[src/rtl/alu_mdu.sv]
// alu_mdu: single-issue integer ALU with an iterative multiply/divide unit.
// Base ops complete in one cycle; MUL*/DIV* run one bit per cycle for XLEN cycles.
// Define ALU_MDU_DIV_EN to build the iterative divider; without it DIV/DIVU/REM/REMU
// behave as undefined ops (result 0, one-cycle latency).
module alu_mdu #(
  parameter int unsigned XLEN = 32,
  parameter int unsigned SHW  = $clog2(XLEN)
) (
  input  logic            clk,
  input  logic            rst_n,
  input  logic            in_valid_i,
  output logic            in_ready_o,
  input  logic [XLEN-1:0] a_i,
  input  logic [XLEN-1:0] b_i,
  input  logic [4:0]      op_i,
  output logic            out_valid_o,
  input  logic            out_ready_i,
  output logic [XLEN-1:0] result_o
);

  typedef enum logic [1:0] {StIdle, StBusy, StDone} state_e;

  localparam logic [SHW:0] CntInit = (SHW + 1)'(XLEN);
  localparam logic [SHW:0] CntLast = (SHW + 1)'(1);

  state_e            r_state;
  logic [SHW:0]      r_cnt;
  logic [XLEN-1:0]   r_result;
  logic              r_out_valid;
  // r_hi/r_lo: product accumulator/multiplier, or partial remainder/quotient
  logic [XLEN-1:0]   r_hi;
  logic [XLEN-1:0]   r_lo;
  logic [XLEN-1:0]   r_mcand;
  logic              r_is_div;
  logic [1:0]        r_sub;
  logic              r_neg;
  logic              r_neg_r;
  logic              r_bzero;
  logic [XLEN-1:0]   r_a;

  logic [SHW-1:0]    w_shamt;
  logic [XLEN-1:0]   w_base;
  logic              w_a_neg, w_b_neg;
  logic [XLEN-1:0]   w_a_mag, w_b_mag;
  logic              w_is_mul, w_is_div;
  logic [XLEN-1:0]   w_mcand, w_mplier;
  logic              w_mul_neg;
  logic [XLEN-1:0]   w_dvd, w_dvs;
  logic              w_neg_q, w_neg_r;
  logic [XLEN:0]     w_sum;
  logic [XLEN-1:0]   w_mul_hi, w_mul_lo;
  logic [XLEN-1:0]   w_div_hi, w_div_lo;
  logic [XLEN-1:0]   w_nx_hi, w_nx_lo;
  logic [2*XLEN-1:0] w_prod, w_prod_s;
  logic [XLEN-1:0]   w_mul_res, w_quo, w_rem, w_div_res, w_fin;

  assign w_shamt = b_i[SHW-1:0];
  assign w_a_neg = a_i[XLEN-1];
  assign w_b_neg = b_i[XLEN-1];
  assign w_a_mag = w_a_neg ? -a_i : a_i;
  assign w_b_mag = w_b_neg ? -b_i : b_i;

  // Single-cycle base operations; unlisted codes yield zero
  always_comb begin
    w_base = '0;
    case (op_i)
      5'b00000: w_base = a_i + b_i;
      5'b01000: w_base = a_i - b_i;
      5'b00010: w_base = XLEN'($signed(a_i) < $signed(b_i));
      5'b00011: w_base = XLEN'(a_i < b_i);
      5'b00111: w_base = a_i & b_i;
      5'b00110: w_base = a_i | b_i;
      5'b00100: w_base = a_i ^ b_i;
      5'b00001: w_base = a_i << w_shamt;
      5'b00101: w_base = a_i >> w_shamt;
      5'b01101: w_base = $signed(a_i) >>> w_shamt;
      default:  w_base = '0;
    endcase
  end

  // Operand preparation at accept: signed ops run on magnitudes, sign fixed at the end
  always_comb begin
    w_is_mul  = (op_i[4:2] == 3'b100);
    // MULH (01) and MULHSU (10) treat a as signed; only MULH treats b as signed
    w_mcand   = ((op_i[1:0] == 2'b01 || op_i[1:0] == 2'b10) && w_a_neg) ? w_a_mag : a_i;
    w_mplier  = ((op_i[1:0] == 2'b01) && w_b_neg) ? w_b_mag : b_i;
    w_mul_neg = ((op_i[1:0] == 2'b01 || op_i[1:0] == 2'b10) && w_a_neg) ^
                ((op_i[1:0] == 2'b01) && w_b_neg);
`ifdef ALU_MDU_DIV_EN
    w_is_div  = (op_i[4:2] == 3'b101);
    // DIV/REM have op_i[0]=0 and are signed
    w_dvd     = (!op_i[0] && w_a_neg) ? w_a_mag : a_i;
    w_dvs     = (!op_i[0] && w_b_neg) ? w_b_mag : b_i;
    w_neg_q   = !op_i[0] && (w_a_neg ^ w_b_neg);
    w_neg_r   = !op_i[0] && w_a_neg;
`else
    w_is_div  = 1'b0;
    w_dvd     = '0;
    w_dvs     = '0;
    w_neg_q   = 1'b0;
    w_neg_r   = 1'b0;
`endif
  end

  // One iteration of shift-add multiply and restoring divide
  always_comb begin
    w_sum    = {1'b0, r_hi} + (r_lo[0] ? {1'b0, r_mcand} : '0);
    w_mul_hi = w_sum[XLEN:1];
    w_mul_lo = {w_sum[0], r_lo[XLEN-1:1]};
`ifdef ALU_MDU_DIV_EN
    begin : g_div_step
      logic [XLEN:0] w_trial;
      w_trial = {r_hi, r_lo[XLEN-1]} - {1'b0, r_mcand};
      if (!w_trial[XLEN]) begin
        w_div_hi = w_trial[XLEN-1:0];
        w_div_lo = {r_lo[XLEN-2:0], 1'b1};
      end else begin
        w_div_hi = {r_hi[XLEN-2:0], r_lo[XLEN-1]};
        w_div_lo = {r_lo[XLEN-2:0], 1'b0};
      end
    end
`else
    w_div_hi = r_hi;
    w_div_lo = r_lo;
`endif
    w_nx_hi = r_is_div ? w_div_hi : w_mul_hi;
    w_nx_lo = r_is_div ? w_div_lo : w_mul_lo;
  end

  // Final sign correction and special cases, applied on the last iteration
  always_comb begin
    w_prod    = {w_nx_hi, w_nx_lo};
    w_prod_s  = r_neg ? -w_prod : w_prod;
    w_mul_res = (r_sub == 2'b00) ? w_prod_s[XLEN-1:0] : w_prod_s[2*XLEN-1:XLEN];
    w_quo     = r_bzero ? '1  : (r_neg ? -w_nx_lo : w_nx_lo);
    w_rem     = r_bzero ? r_a : (r_neg_r ? -w_nx_hi : w_nx_hi);
    w_div_res = r_sub[1] ? w_rem : w_quo;
    w_fin     = r_is_div ? w_div_res : w_mul_res;
  end

  // Control FSM with registered result and handshake outputs
  always_ff @(posedge clk) begin
    if (!rst_n) begin
      r_state     <= StIdle;
      r_cnt       <= '0;
      r_result    <= '0;
      r_out_valid <= 1'b0;
      r_hi        <= '0;
      r_lo        <= '0;
      r_mcand     <= '0;
      r_is_div    <= 1'b0;
      r_sub       <= '0;
      r_neg       <= 1'b0;
      r_neg_r     <= 1'b0;
      r_bzero     <= 1'b0;
      r_a         <= '0;
    end else begin
      case (r_state)
        StIdle: begin
          if (in_valid_i) begin
            if (w_is_mul || w_is_div) begin
              r_hi     <= '0;
              r_lo     <= w_is_div ? w_dvd : w_mplier;
              r_mcand  <= w_is_div ? w_dvs : w_mcand;
              r_neg    <= w_is_div ? w_neg_q : w_mul_neg;
              r_neg_r  <= w_neg_r;
              r_bzero  <= w_is_div && (b_i == '0);
              r_a      <= a_i;
              r_is_div <= w_is_div;
              r_sub    <= op_i[1:0];
              r_cnt    <= CntInit;
              r_state  <= StBusy;
            end else begin
              r_result    <= w_base;
              r_out_valid <= 1'b1;
              r_state     <= StDone;
            end
          end
        end
        StBusy: begin
          r_hi  <= w_nx_hi;
          r_lo  <= w_nx_lo;
          r_cnt <= r_cnt - CntLast;
          if (r_cnt == CntLast) begin
            r_result    <= w_fin;
            r_out_valid <= 1'b1;
            r_state     <= StDone;
          end
        end
        StDone: begin
          if (out_ready_i) begin
            r_out_valid <= 1'b0;
            r_state     <= StIdle;
          end
        end
        default: r_state <= StIdle;
      endcase
    end
  end

  assign in_ready_o  = (r_state == StIdle);
  assign out_valid_o = r_out_valid;
  assign result_o    = r_result;

endmodule

[config.mk]
export PLATFORM = sky130hd
export DESIGN_NAME = alu_mdu
export DESIGN_NICKNAME = d
export VERILOG_FILES = /design/src/rtl/alu_mdu.sv
export SDC_FILE = /design/constraint.sdc
export NUM_CORES = 1
export LEC_CHECK = 0
export ABC_AREA = 0
export BUFFER_PORTS_ARGS = -buffer_cell sky130_fd_sc_hd__buf_2
export CORE_AREA = 5 5 313 193
export CTS_CLUSTER_DIAMETER = 60
export DETAILED_ROUTE_END_ITERATION = 7
export DIE_AREA = 0 0 318 198
export PLACE_DENSITY_LB_ADDON = 0.08
export SYNTH_ARGS = -nofsm -noshare
export SYNTH_HDL_FRONTEND = slang
export SYNTH_SLANG_ARGS = --single-unit
[constraint.sdc]
create_clock -name clk -period 4.85 [get_ports clk]
set_clock_uncertainty 0.05 [all_clocks]
set_input_delay 0.2425 -clock clk [delete_from_list [all_inputs] [get_ports clk]]
set_output_delay 0.2425 -clock clk [all_outputs]
set_load 0.02 [all_outputs]
# Word-level counts from Yosys, hierarchy flattened
# Cells that the tools add are included.
# word_totals
reg_bits,140
in_bits,73
wordCells,89
output_inout_bits,34
# op_classes
n_reduce_logical,13
magnitude_cmp,2
bitwise_logic,4
n_shift,3
n_mux,31
n_eq_ne,20
addsub,7
# op_table
operator,n
$mux W32,13
$pmux W32 S10,1
$pmux W32 S2,3
$lt A32 B32 Y1,2
$mux W64,1
$neg A32 Y32,2
$neg A64 Y64,1
$add A32 B32 Y33,1
$add A32 B32 Y32,1
$and A32 B32 Y32,1
$or A32 B32 Y32,1
$shl A32 B5 Y32,1
$shr A32 B5 Y32,1
$sshr A32 B5 Y32,1
$sub A32 B32 Y32,1
$xor A32 B32 Y32,1
$eq A5 B3 Y1 const B,4
$mux W6,2
$pmux W6 S2,1
$eq A5 B2 Y1 const B,2
$eq A5 B4 Y1 const B,2
$reduce_and A3 Y1,3
$mux W2,4
$ne A2 B2 Y1 const B,4
19 further kinds,26

# Depth between registers and ports, before layout
# depth
depth_word,7
depth_mapped,17
ltp_nobuf,15

# Least setup slack after synthesis
# OpenSTA, ideal clock, no wires.
# synth_path
path_kind,reg2reg
startpoint,reg r_lo[0]
endpoint,reg r_result[20] (netlist: result_o[20])
n_path_buf,2
path_stages_with_launch,17
required_ns,4.678
arrival_time_ns,4.070
synth_period_minus_slack_ns,4.242
slack_ns,0.608
cell_sequence,dfxtp_1 clkbuf_1 and2_1 ha_1 fa_1 a211o_1 a21o_1 a2111oi_2 o21bai_1 a211oi_1 o22ai_1 or4_1 buf_6 o31ai_4 xor2_1 a21oi_1 a221o_1
# synth_via
elab_chain_cells,7
# synth_lines
item,line,source
from (decl),32,logic [XLEN-1:0] r_lo;
from (signal assigned),163,r_lo <= w_is_div ? w_dvd : w_mplier;
from (signal assigned),182,r_lo <= w_nx_lo;
$mux W32 *,107,"w_sum = {1'b0, r_hi} + (r_lo[0] ? {1'b0, r_mcand} : '0);"
$add A32 B32 Y33 *,107,
$neg A64 Y64,133,w_prod_s = r_neg ? -w_prod : w_prod;
$mux W64 *,133,
$mux W32 *,134,w_mul_res = (r_sub == 2'b00) ? w_prod_s[XLEN-1:0] : w_prod_s[2*XLEN-1:XLEN];
$mux W32 *,184,if (r_cnt == CntLast) begin
$pmux W32 S2 *,158,case (r_state)
to (signal assigned),174,r_result <= w_base;
to (signal assigned),185,r_result <= w_fin;
to (decl),28,logic [XLEN-1:0] r_result;
# Every way passes the cells marked *; elsewhere a longest branch is shown, timed or not. The select of a mux whose other input is x is not followed.
# A chain may end at the register's enable or synchronous reset.

# Final worst setup path
# Ends and elaborated chain as after synthesis.

==> flow_summary.json <==
{
  "outcome": "finished with violations",
  "violations": "capacitance limit, slew limit",
  "antenna_found_initial": 4,
  "seqCellArea_um2": 2800,
  "synth_top_family_by_area": "compound AO/OA/AOI/OAI gates",
  "grt_max_degree": 88,
  "grt_pass1_vias": 19859,
  "min_from": "op_i[1]",
  "placementRows": 68,
  "ctsRootBufferMaster": "clkbuf_16",
  "die_x_um": 318,
  "cts_tree": "built",
  "multi_input_area_um2": 14700,
  "synthSimpleGateAreaFrac": 0.219,
  "die-area_um2": 63000,
  "path_clk_slew_ns": 0.07,
  "crit_path_start": "r_lo[0]",
  "viasPerCell": 6.23,
  "cts_buffers": 17,
  "htreeDepth": 4,
  "wl_um": 96500,
  "gp_congestion": 1.01,
  "yosys.area.top_type_share": 0.150,
  "place_hpwl_um": 76300,
  "max-slew-margin-rel": -0.0310,
  "synthXorXnorAreaFrac": 0.0639,
  "num_vias": 21657,
  "synthArstFlopShare": 0,
  "drtIter0Drc": 2883,
  "nets": 2909,
  "holdBufCountCts": 0,
  "reg2reg_depth": 16,
  "synthAdderAreaFrac": 0.0959,
  "crit_path_end_kind": "flop",
  "rsz0062_at_grt": "no",
  "drive_above_1_share": 0.118,
  "layout_commonest_cell": "nor2_1",
  "cts_setup_buffers": 0,
  "ys.flop_type": "dfxtp_1",
  "timing.rr.end": "result_o[20]",
  "r2r_start": "r_lo[0]",
  "clock_latency_ns": 0.44,
  "postCtsResizedCells": 0,
  "max_cap_violations": 1,
  "initial_core_util": 0.327,
  "synth_compound_area_frac": 0.339,
  "cts_buffer_depth": 2,
  "path_class": "reg2reg",
  "cp.required_ns": 5.13,
  "fin_crit_ns": 4.56,
  "fmax_mhz": 219,
  "syn_inst": 2678,
  "clock_sinks": 140,
  "hold_viol_final": 0,
  "reg2reg_slack_ns": 0.29,
  "crit_arrival_ns": 4.84,
  "route.met2.wl_um": 36200,
  "fin_crit_sh": 0.940,
  "drt_pass1_iterations": 6,
  "worst_slew_pin_slew_ns": 1.53,
  "layout_common_cells": "nor2_1 (308), nand2_1 (251), a21oi_1 (250)",
  "total_power_uw": 4320,
  "grt-ovfl-total": 0,
  "ir_worst_vdd_mv": 0.243,
  "synthDistinctLibCells": 91,
  "slew_violations": 2,
  "area_growth_syn_to_layout_pct": 11.3,
  "final-setup-viol-count": 0,
  "synth_warnings": 0,
  "synthMuxAreaShare": 0.0669,
  "routed-wl-met3_um": 10100,
  "hold_path.class": "in2reg",
  "setup-tns-final_ns": 0,
  "ys_seq_elements": 140,
  "grt_pass1_wl_um": 140000,
  "die_h_um": 198,
  "dr.max_layer_used": "met5",
  "portBuffers": 106,
  "m1WireLength_um": 49400,
  "nFillCells": 6177,
  "drc": 0,
  "grt_usage": 0.293,
  "syn_avg_cell_area_um2": 6.96,
  "cellPowerDensity_nw_per_um2": 208,
  "p_leak_uw": 0.00837,
  "synth.area.top_cells": "dfxtp_1 (15%), ha_1 (9.3%), a21oi_1 (6.7%)",
  "netlist_area_um2": 18600,
  "final_antenna_net_count": 0,
  "yosys.area.top_type": "dfxtp_1",
  "syn-num-nets": 2892,
  "endpoint": "result_o[20]",
  "ys_seq_area_frac": 0.150,
  "core_um2": 56900,
  "antenna_cells": 0,
  "cp-start-kind": "flop",
  "ios": 107,
  "drt-wirelength-per-cell_um": 27.8,
  "critPathMaxFanout": 8,
  "synth_edf_count": 0
}
[cells by family after synthesis]
| group | Yosys count |
|---|---|
| AOI/OAI and AO/OA | 957 |
| xor gates and xnor gates | 136 |
| adders and majority gates | 141 |
| buffers and inverters | 319 |
| DFF | 140 |
| muxes | 101 |
| and+or+nand+nor | 884 |
[sequential cells by signal (all words and copies together), names as in the netlist]
name         count
out_valid_o      1
r_cnt            6
r_hi            32
r_lo            32
r_mcand         32
r_neg            1
r_state          2
r_sub            2
result_o        32
[area by class of cell]
class,instances,share of cell area
clock inverters,12,0.00543
well taps,770,0.0464
flip-flops and latches,140,0.135
multi-input cells,2219,0.708
repair buffers,200,0.0615
inverters,117,0.0212
clock buffers,20,0.0220
[cells in the mapped netlist (9+ instances only)]
library cell,instances
a211oi_1,61
a21o_1,30
a21oi_1,250
a221o_1,17
a221oi_1,32
a22oi_1,59
a311oi_1,10
a31oi_1,47
and2_1,47
and3_1,25
buf_1,29
clkbuf_1,168
dfxtp_1,140
ha_1,138
inv_1,111
mux2_2,9
mux2i_1,74
mux4_2,18
nand2_1,251
nand2b_1,22
nand3_1,54
nand4_1,17
nor2_1,311
nor2b_1,10
nor3_1,55
nor4_1,24
o211ai_1,31
o21a_1,21
o21ai_0,201
o21bai_1,13
o221ai_1,15
o22ai_1,20
o311ai_0,11
o31ai_1,37
o41ai_1,9
or2_2,14
or3_1,22
xnor2_1,97
xor2_1,39
[how the worst min path moves through the flow]
stage	depth (start not counted)	endpoint
after floorplan	2	r_mcand[0]
after global placement	2	r_mcand[26]
after detailed placement	2	r_mcand[30]
after CTS	3	r_sub[1]
after global routing	3	r_sub[1]
final	3	r_sub[1]
[routing by layer]
layer | vias up | GRT usage
li1 | 9866 | -
met5 | - | 0.00593
met3 | 69 | 0.0769
met2 | 1076 | 0.389
met1 | 10640 | 0.474
met4 | 6 | 0.0282
[worst max-delay path: stages (launching register included)]
cell	delay [ns]
dfxtp_1	0.34
and2_1	0.15
ha_1	0.22
fa_1	0.43
a211o_1	0.36
a21o_1	0.22
a2111oi_2	0.40
buf_4	0.19
o21bai_1	0.07
a211oi_2	0.26
o22ai_1	0.20
or4_1	0.51
buf_4	0.20
o31ai_4	0.25
xor2_1	0.17
a21oi_1	0.08
a221o_1	0.33
[through the flow]
step | hold slack (ns) | std cells | setup slack, ns | util | instance area, um^2
2_1_floorplan | 0.328 | 2678 | 0.608 | - | 18600
3_3_place_gp | 0.394 | 3446 | 0.274 | 0.354 | 20200
3_5_place_dp | 0.398 | 3446 | 0.272 | 0.354 | 20200
4_1_cts | 0.0555 | 3478 | 0.225 | 0.364 | 20700
5_1_grt | 0.0675 | 3478 | 0.0283 | 0.365 | 20800
6_report | 0.0820 | 3478 | 0.290 | 0.365 | 20800
[power breakdown]
group / total [uW] / internal [uW] / leakage, uW / switching [uW]
Combinational: 1760 / 552 / 0.00697 / 1210
Sequential: 1250 / 1200 / 0.00114 / 51.1
Clock: 1310 / 737 / 0.000266 / 575
(Power assumes the default switching activity.)
